--- config.mk ---
export PLATFORM = sky130hd
export DESIGN_NAME = lsu_mem_if
export DESIGN_NICKNAME = d
export VERILOG_FILES = /design/src/rtl/lsu_mem_if.sv
export SDC_FILE = /design/constraint.sdc
export NUM_CORES = 1
export LEC_CHECK = 0
export CORE_AREA = 2 2 159 161
export DETAILED_ROUTE_END_ITERATION = 12
export DIE_AREA = 0 0 161 163
export DONT_BUFFER_PORTS = 1
export PLACE_DENSITY = 0.68
export SLEW_MARGIN = 20
export SYNTH_ARGS = -nofsm -noshare
export SYNTH_HDL_FRONTEND = slang
export SYNTH_SLANG_ARGS = --single-unit
--- constraint.sdc ---
create_clock -name clk -period 9.8 [get_ports clk]
set_clock_uncertainty 0.05 [all_clocks]
set_input_delay 0.98 -clock clk [delete_from_list [all_inputs] [get_ports clk]]
set_output_delay 0.98 -clock clk [all_outputs]
set_load 0.01 [all_outputs]
--- src/rtl/lsu_mem_if.sv ---
// rtl/lsu_mem_if.sv - load/store unit to 64-bit memory bus bridge (optional MISALIGN_TRAP_EN)
module lsu_mem_if #(
  parameter int TIMEOUT_CYCLES = 64
) (
  input  logic        clk,
  input  logic        reset,
  input  logic        req_valid_i,
  output logic        req_ready_o,
  input  logic [63:0] addr_i,
  input  logic [63:0] wdata_i,
  input  logic [1:0]  data_byte_i,
  input  logic        data_wr_i,
  input  logic        zero_extnd_i,
  output logic        rsp_valid_o,
  output logic [63:0] rsp_rdata_o,
  output logic        rsp_err_o,
  output logic        mem_req_o,
  output logic [63:0] mem_addr_o,
  output logic        mem_wr_o,
  output logic [63:0] mem_wdata_o,
  output logic [7:0]  mem_wstrb_o,
  input  logic        mem_gnt_i,
  input  logic        mem_rvalid_i,
  input  logic [63:0] mem_rdata_i
);

  localparam int CW = $clog2(TIMEOUT_CYCLES + 1);
  localparam logic [CW-1:0] CNT_LAST = CW'(TIMEOUT_CYCLES - 1);

  typedef enum logic [1:0] {IDLE, REQ, WAIT, RESP} state_t;

  state_t        state_q, state_d;
  logic [CW-1:0] cnt_q;
  logic [63:0]   addr_q, wdata_q, rdata_q;
  logic [7:0]    wstrb_q;
  logic [1:0]    size_q;
  logic          wr_q, zext_q, err_q;

  logic          accept, trap_now, timeout;
  logic [63:0]   addr_aligned, wdata_new, shifted, load_ext;
  logic [7:0]    wstrb_new;

  assign accept  = req_valid_i & req_ready_o;
  assign timeout = (cnt_q == CNT_LAST);

`ifdef MISALIGN_TRAP_EN
  logic misaligned;
  // Misalignment relative to the natural alignment of the access size
  always_comb begin
    misaligned = 1'b0;
    case (data_byte_i)
      2'b01:   misaligned = addr_i[0];
      2'b10:   misaligned = |addr_i[1:0];
      2'b11:   misaligned = |addr_i[2:0];
      default: misaligned = 1'b0;
    endcase
  end
  assign trap_now = misaligned;
`else
  assign trap_now = 1'b0;
`endif

  // Request address forced to natural alignment, then strobe and lane replication
  always_comb begin
    addr_aligned = addr_i;
    wstrb_new    = 8'h00;
    wdata_new    = 64'h0;
    case (data_byte_i)
      2'b00: begin
        addr_aligned = addr_i;
        wstrb_new    = 8'h01 << addr_aligned[2:0];
        wdata_new    = {8{wdata_i[7:0]}};
      end
      2'b01: begin
        addr_aligned = {addr_i[63:1], 1'b0};
        wstrb_new    = 8'h03 << addr_aligned[2:0];
        wdata_new    = {4{wdata_i[15:0]}};
      end
      2'b10: begin
        addr_aligned = {addr_i[63:2], 2'b00};
        wstrb_new    = 8'h0F << addr_aligned[2:0];
        wdata_new    = {2{wdata_i[31:0]}};
      end
      default: begin
        addr_aligned = {addr_i[63:3], 3'b000};
        wstrb_new    = 8'hFF;
        wdata_new    = wdata_i;
      end
    endcase
    if (!data_wr_i) begin
      wstrb_new = 8'h00;
      wdata_new = 64'h0;
    end
  end

  // Load lane extraction and sign/zero extension by size
  always_comb begin
    shifted  = mem_rdata_i >> {addr_q[2:0], 3'b000};
    load_ext = shifted;
    case (size_q)
      2'b00:   load_ext = zext_q ? {56'h0, shifted[7:0]}  : {{56{shifted[7]}},  shifted[7:0]};
      2'b01:   load_ext = zext_q ? {48'h0, shifted[15:0]} : {{48{shifted[15]}}, shifted[15:0]};
      2'b10:   load_ext = zext_q ? {32'h0, shifted[31:0]} : {{32{shifted[31]}}, shifted[31:0]};
      default: load_ext = shifted;
    endcase
  end

  // Next-state logic
  always_comb begin
    state_d = state_q;
    case (state_q)
      IDLE: if (accept) state_d = trap_now ? RESP : REQ;
      REQ: begin
        if (mem_gnt_i)    state_d = wr_q ? RESP : WAIT;
        else if (timeout) state_d = RESP;
      end
      WAIT: begin
        if (mem_rvalid_i) state_d = RESP;
        else if (timeout) state_d = RESP;
      end
      RESP:    state_d = IDLE;
      default: state_d = IDLE;
    endcase
  end

  // State register and REQ/WAIT cycle counter, cleared on every state entry
  always_ff @(posedge clk or posedge reset) begin
    if (reset) begin
      state_q <= IDLE;
      cnt_q   <= '0;
    end else begin
      state_q <= state_d;
      if (state_d != state_q) cnt_q <= '0;
      else if (state_q == REQ || state_q == WAIT) cnt_q <= cnt_q + 1'b1;
    end
  end

  // Request capture and response data/error capture
  always_ff @(posedge clk or posedge reset) begin
    if (reset) begin
      addr_q  <= '0;
      wdata_q <= '0;
      wstrb_q <= '0;
      size_q  <= '0;
      wr_q    <= 1'b0;
      zext_q  <= 1'b0;
      err_q   <= 1'b0;
      rdata_q <= '0;
    end else begin
      case (state_q)
        IDLE: if (accept) begin
          addr_q  <= addr_aligned;
          wdata_q <= wdata_new;
          wstrb_q <= wstrb_new;
          size_q  <= data_byte_i;
          wr_q    <= data_wr_i;
          zext_q  <= zero_extnd_i;
          err_q   <= trap_now;
          rdata_q <= '0;
        end
        REQ:  if (!mem_gnt_i && timeout) err_q <= 1'b1;
        WAIT: begin
          if (mem_rvalid_i) rdata_q <= load_ext;
          else if (timeout) err_q <= 1'b1;
        end
        default: ;
      endcase
    end
  end

  assign req_ready_o = (state_q == IDLE);
  assign mem_req_o   = (state_q == REQ);
  assign mem_addr_o  = mem_req_o ? {addr_q[63:3], 3'b000} : 64'h0;
  assign mem_wr_o    = mem_req_o & wr_q;
  assign mem_wdata_o = mem_req_o ? wdata_q : 64'h0;
  assign mem_wstrb_o = mem_req_o ? wstrb_q : 8'h00;
  assign rsp_valid_o = (state_q == RESP);
  assign rsp_rdata_o = rsp_valid_o ? rdata_q : 64'h0;
  assign rsp_err_o   = rsp_valid_o & err_q;

endmodule

==> impl_metrics.yaml, run 1 <==
detailed_routing:
  vias_per_cell: 6.11
  wl_met1_um: 13800
  drt-total-wl_um: 36400
  drc_errors: 0
  wl_met2_um: 18900
  via_count: 9380
  drtPass1Iterations: 5
  top_layer_used: "met4"
  detail_route.wl_per_cell_um: 23.7
  dr_wl_met3_um: 2780
  ant_nets: 0
  drtIter0Drc: 807
power_and_ir_drop:
  finalPower_w: 0.00415
  static-leakage-power_nw: 5.68
  powerDensity_nw_per_um2: 316
  ir_drop_uv: 167
worst_setup_path:
  cp-start-kind: "flop"
  critPathRequiredTime_ns: 8.77
  worstSetupPathType: "flop to output pin"
  reg2reg_slack_ns: 6.43
  arrival_ns: 2.64
  cp_slowest_cell: "buf_4"
  slowest_delay_ns: 0.71
  cp_cell_sequence: "inv_1 > ha_4 > buf_4 > and2_1"
  reg2reg_depth: 8
  cp_max_fo: 119
  end_kind: "output pin"
synth:
  synth_seq_cells: 214
  synth_top_area_cell: "dfrtp_1"
  yosys_warnings: 0
  ys_types: 53
  synth_area_leaders: "dfrtp_1 (44%), and2_1 (10%), mux2_2 (10%)"
  synthArstFlopShare: 1.00
  avgSynthCellArea_um2: 9.71
  syn_inst: 1262
  ys.flop_type: "dfrtp_1"
  synth_top_area_share: 0.437
  synthTopCellsByCount: "dfrtp_1 (214), and2_1 (204), nand2_1 (120)"
  seq_area_frac_synth: 0.437
  synth_edf_count: 0
  synth_area_um2: 12300
  yosysMostFrequentCell: "dfrtp_1"
die:
  die_width_um: 161
  initial_utilization: 0.497
  core_area_um2: 24700
  die-area_um2: 26200
  ioPinCount: 406
  placementRows: 58
  die_y_um: 163
timing:
  hold_violations: 0
  period_share: 0.374
  fin_setup_tns_ns: 0
  finalCriticalPeriod_ns: 3.67
  tightestPinTransition_ns: 1.08
  setup_viol: 0
  rsz0062_at_grt: "false"
  finalMaxSlewViolations: 0
  max_freq_ghz: 0.273
  slew_headroom: 0.282
clock_tree:
  cts_buffers: 25
  clk_latency_ns: 0.51
  cts_root_buf: "clkbuf_16"
  ctsHoldBuffers: 0
  cts_tree: "done"
  clock-sinks: 214
  clk_pin_slew_ns: 0.06
  cts_buffer_depth: 3
  post_cts_buffers: 0
  post_cts_resize_count: 0
  cts-htree-levels: 1
global_route:
  grt_max_degree: 147
  overflow: 0
  antenna_found_initial: 1
  grt_pass1_wl_um: 55000
  grt_use_total: 0.267
  grt_pass1_vias: 9413
layout:
  diodes: 0
  drive_gt1_frac: 0.147
  multi_input_area_um2: 6420
  seqCellArea_um2: 5360
  nFillCells: 2230
  fin_nets: 1394
  utilization: 0.533
  area_growth_pct: 7.31
placement:
  routabilityCongestion: 0.883
  hpwl_um: 25700
  io_buffer_count: 0
min_path:
  hold_path.class: "input port to async pin"
job:
  maxCapViolations: 0
run_status:
  status: "completed"
-- state kept, by name, indices dropped and copies added (netlist names) --
signal and count:
size_q 2, wdata_q 64, zext_q 1, wr_q 1, wstrb_q 8, cnt_q 7
addr_q 64, state_q 2, rdata_q 64, err_q 1
-- stage by stage --
| step | hold WS (ns) | area [um2] | worst slack [ns] | instances |
|---|---|---|---|---|
| 5_1_grt | 0.438 | 13200 | 5.98 | 1534 |
| 3_5_place_dp | 0.411 | 12300 | 6.43 | 1490 |
| 3_3_place_gp | 0.403 | 12300 | 6.49 | 1490 |
| 6_report | 0.376 | 13200 | 6.13 | 1534 |
| 2_1_floorplan | 0.390 | 12300 | 2.92 | 1264 |
| 4_1_cts | 0.425 | 13100 | 6.10 | 1534 |
-- cells by family (layout without fill, tap and decap cells) --
| family | count (synthesis) | after routing | synth area share |
|---|---|---|---|
| AND/OR/NAND/NOR | 444 | 444 | 0.186 |
| AO/OA/AOI/OAI | 275 | 275 | 0.156 |
| flip-flops | 214 | 214 | 0.437 |
| multiplexers | 190 | 190 | 0.167 |
| buffers and inverters | 126 | 66 | 0.0428 |
| adder cells (fa/ha/maj) | 6 | 6 | 0.00612 |
| XOR/XNOR | 6 | 6 | 0.00429 |
| other | 1 | 3 | 0.000306 |
-- critical path, delay by kind of cell, from the launching register on --
family        cells  cell delay (ns)
simple gates      1             0.33
buf+inv           2             0.89
fa+ha+maj         1             0.30
flops             1             0.46
-- layout by cell type (no fill, tap or decap), types with 4 or more instances in the layout --
cell,netlist,routed
a21oi_1,45,45
nor2b_1,4,4
clkinv_2,0,4
clkbuf_16,0,25
o31ai_1,24,24
dfrtp_1,214,211
nand2_1,120,118
mux2_2,110,110
clkbuf_8,0,6
clkinvlp_4,0,4
o21ai_0,80,80
o22ai_1,21,21
nand2b_1,11,11
and2_1,204,203
a32o_1,24,24
o211ai_1,9,9
nor2_1,79,79
o2bb2ai_1,7,7
nand3_1,8,8
a22o_1,26,26
buf_4,4,7
a221o_1,22,22
mux2i_1,79,79
inv_1,14,13
ha_1,6,4
-- layer usage --
layer / global-route usage / vias up
li1: - / 4283
met5: 0 / -
met4: 0.0836 / 0
met1: 0.319 / 4642
met2: 0.478 / 393
met3: 0.0609 / 62
-- where the power goes --
| group | switching [W] | internal (W) | leakage [nW] | total (W) |
|---|---|---|---|---|
| combinational | 0.00102 | 0.000680 | 2.54 | 0.00170 |
| clock | 0.000378 | 0.000566 | 0.403 | 0.000944 |
| sequential | 0.000250 | 0.00126 | 2.74 | 0.00151 |
-- cell type report --
type / count / share of cell area
flip-flops and latches: 214 / 0.408
clock inverters: 11 / 0.00904
well taps: 330 / 0.0314
repair buffers: 7 / 0.00399
multi-input cells: 924 / 0.488
inverters: 15 / 0.00523
clock buffers: 33 / 0.0544
-- final timing paths --
| kind | start | end |
|---|---|---|
| hold reg to reg | wstrb_q[2] | wstrb_q[2] |
| setup / recovery | state_q[1] | mem_wstrb_o[6] |
| max in group asynchronous | reset | addr_q[2] |
| min in group clk | wstrb_q[2] | wstrb_q[2] |
| hold / removal | reset | addr_q[26] |
| setup reg to reg | state_q[1] | cnt_q[4] |
No activity file was read; power rests on OpenSTA's default activity.
==> inputs of run 2 (changes only) <==
Settings changed: PLACE_DENSITY 0.68 to 0.71.
Clock period 9.8 ns to 3 ns, I/O delays scaled along.
==> impl_metrics.yaml, run 2 (synthesized netlist as in run 1, its figures left out) <==
worst_setup_path:
  cp_cell_sequence: "mux2_2 > or3b_2 > nand4_1 > o2111ai_4 > a32o_1"
  critPathRequiredTime_ns: 3.34
  arrival_ns: 3.03
  end_kind: "flop"
  cp_slowest_cell: "o2111ai_4"
  worstSetupPathType: "flop to flop"
  slowest_delay_ns: 0.51
  cp_max_fo: 32
  cp-start-kind: "flop"
  crit_buf_inv: 0
  crit_family: "compound AO/OA/AOI/OAI gates"
layout:
  drive_gt1_frac: 0.137
  most-common-layout-cells: "dfrtp_1 (211), and2_1 (203), dlygate4sd3_1 (121), nand2_1 (119), mux2_2 (110)"
  area_growth_pct: 18.3
  fin_nets: 1530
  final_common_cell: "dfrtp_1"
  reg.largest.list: "addr_q x64, rdata_q x64, wdata_q x64"
clock_tree:
  ctsHoldBuffers: 121
  clk_latency_ns: 0.52
  post_cts_resize_count: 0
  clock-sinks: 214
  clk_pin_slew_ns: 0.06
  cts_buffers: 24
  cts_root_buf: "clkbuf_16"
  post_cts_buffers: 0
  cts-htree-levels: 1
  cts_buffer_depth: 3
  cts_tree: "done"
global_route:
  grt_pass1_wl_um: 61100
  grt_max_degree: 136
  antenna_found_initial: 2
  overflow: 0
  grt_use_total: 0.303
  grt_pass1_vias: 10100
power_and_ir_drop:
  static-leakage-power_nw: 6.26
  ir_drop_uv: 668
  powerDensity_nw_per_um2: 959
placement:
  dp_slack_ns: 0.349
  io_buffer_count: 0
  hpwl_um: 27000
  routabilityCongestion: 0.927
detailed_routing:
  ant_nets: 0
  wl_met1_um: 15000
  dr_wl_met3_um: 3670
  drt-total-wl_um: 41100
  top_layer_used: "met5"
  via_count: 10100
  drtPass1Iterations: 5
  detail_route.wl_per_cell_um: 24.6
  vias_per_cell: 6.07
  drtIter0Drc: 744
  drc_errors: 0
  wl_met2_um: 20500
timing:
  finalCriticalPeriod_ns: 2.69
  setup_viol: 0
  hold_violations: 0
  max_freq_ghz: 0.372
  slew_headroom: 0.234
  timing.final.ws_setup_ns: 0.308
  tightestPinTransition_ns: 1.15
  rsz0062_at_grt: "false"
  worst_hold_slack_ns: 0.00877
  period_share: 0.897
  finalMaxSlewViolations: 0
die:
  placementRows: 58
  ioPinCount: 406
  die_width_um: 161
  core_area_um2: 24700
  die-area_um2: 26200
  die_y_um: 163
  initial_utilization: 0.497
run_status:
  status: "completed"
min_path:
  hold_path.class: "input port to flop"
job:
  maxCapViolations: 0
-- run 2: cell count changes in the layout (fill, tap and decap cells not counted), sizes merged --
cell	previous run	this run
clkbuf	33	36
clkinvlp	4	3
dlygate4sd3	0	121
inv	14	13
clkinv	6	3
diode	0	1
buf	7	23
-- run 2: metrics by stage --
step | area [um2] | utilization | setup TNS (ns) | total power (W) | instances
finish | 14500 | 0.588 | 0 | 0.0139 | 1670
global route | 14500 | 0.588 | 0 | 0.0147 | 1670
CTS | 14500 | 0.587 | 0 | 0.0138 | 1669
detailed placement | 12500 | 0.507 | 0 | 0.0107 | 1506
global placement | 12500 | 0.507 | 0 | 0.0105 | 1506
floorplan | 12300 | - | -28.71 | 0.00928 | 1264
-- run 2: worst paths after layout --
kind | from | endpoint | slack (ns) | depth (start not counted)
hold reg to reg | wstrb_q[6] | wstrb_q[6] | 0.42 | 2
max in group asynchronous | reset | wdata_q[54] | 1.77 | 3
hold / removal | data_byte_i[0] | wdata_q[44] | 0.009 | 2
min in group asynchronous | reset | rdata_q[22] | 0.28 | 2
setup reg to reg | addr_q[1] | rdata_q[32] | 0.31 | 5
setup / recovery | addr_q[1] | rdata_q[32] | 0.31 | 5
-- run 2: area by class of cell --
class	count	area, um2
Fill cell	2059	10200
Multi-Input combinational cell	924	6420
Sequential cell	214	5360
Timing Repair Buffer	144	1460
Clock buffer	36	697
Tap cell	330	413
Clock inverter	6	85.1
Inverter	15	60.1
Antenna cell	1	2.50
-- run 2: worst reg2reg max path, delay by kind of cell, from the launching register on --
kind,cells,cell delay [ns]
simple gates,2,0.74
compound gates,2,0.96
flops,1,0.44
mux,1,0.37
-- run 2: where the power goes --
group | switching, W | leakage (nW) | internal (W)
clock network | 0.00121 | 0.375 | 0.00177
registers | 0.000741 | 2.74 | 0.00410
logic | 0.00361 | 3.15 | 0.00246
-- run 2: routing by layer --
layer / vias up / GRT usage
li1: 4539 / -
met1: 4938 / 0.355
met2: 551 / 0.522
met3: 104 / 0.0812
met4: 2 / 0.138
met5: - / 0
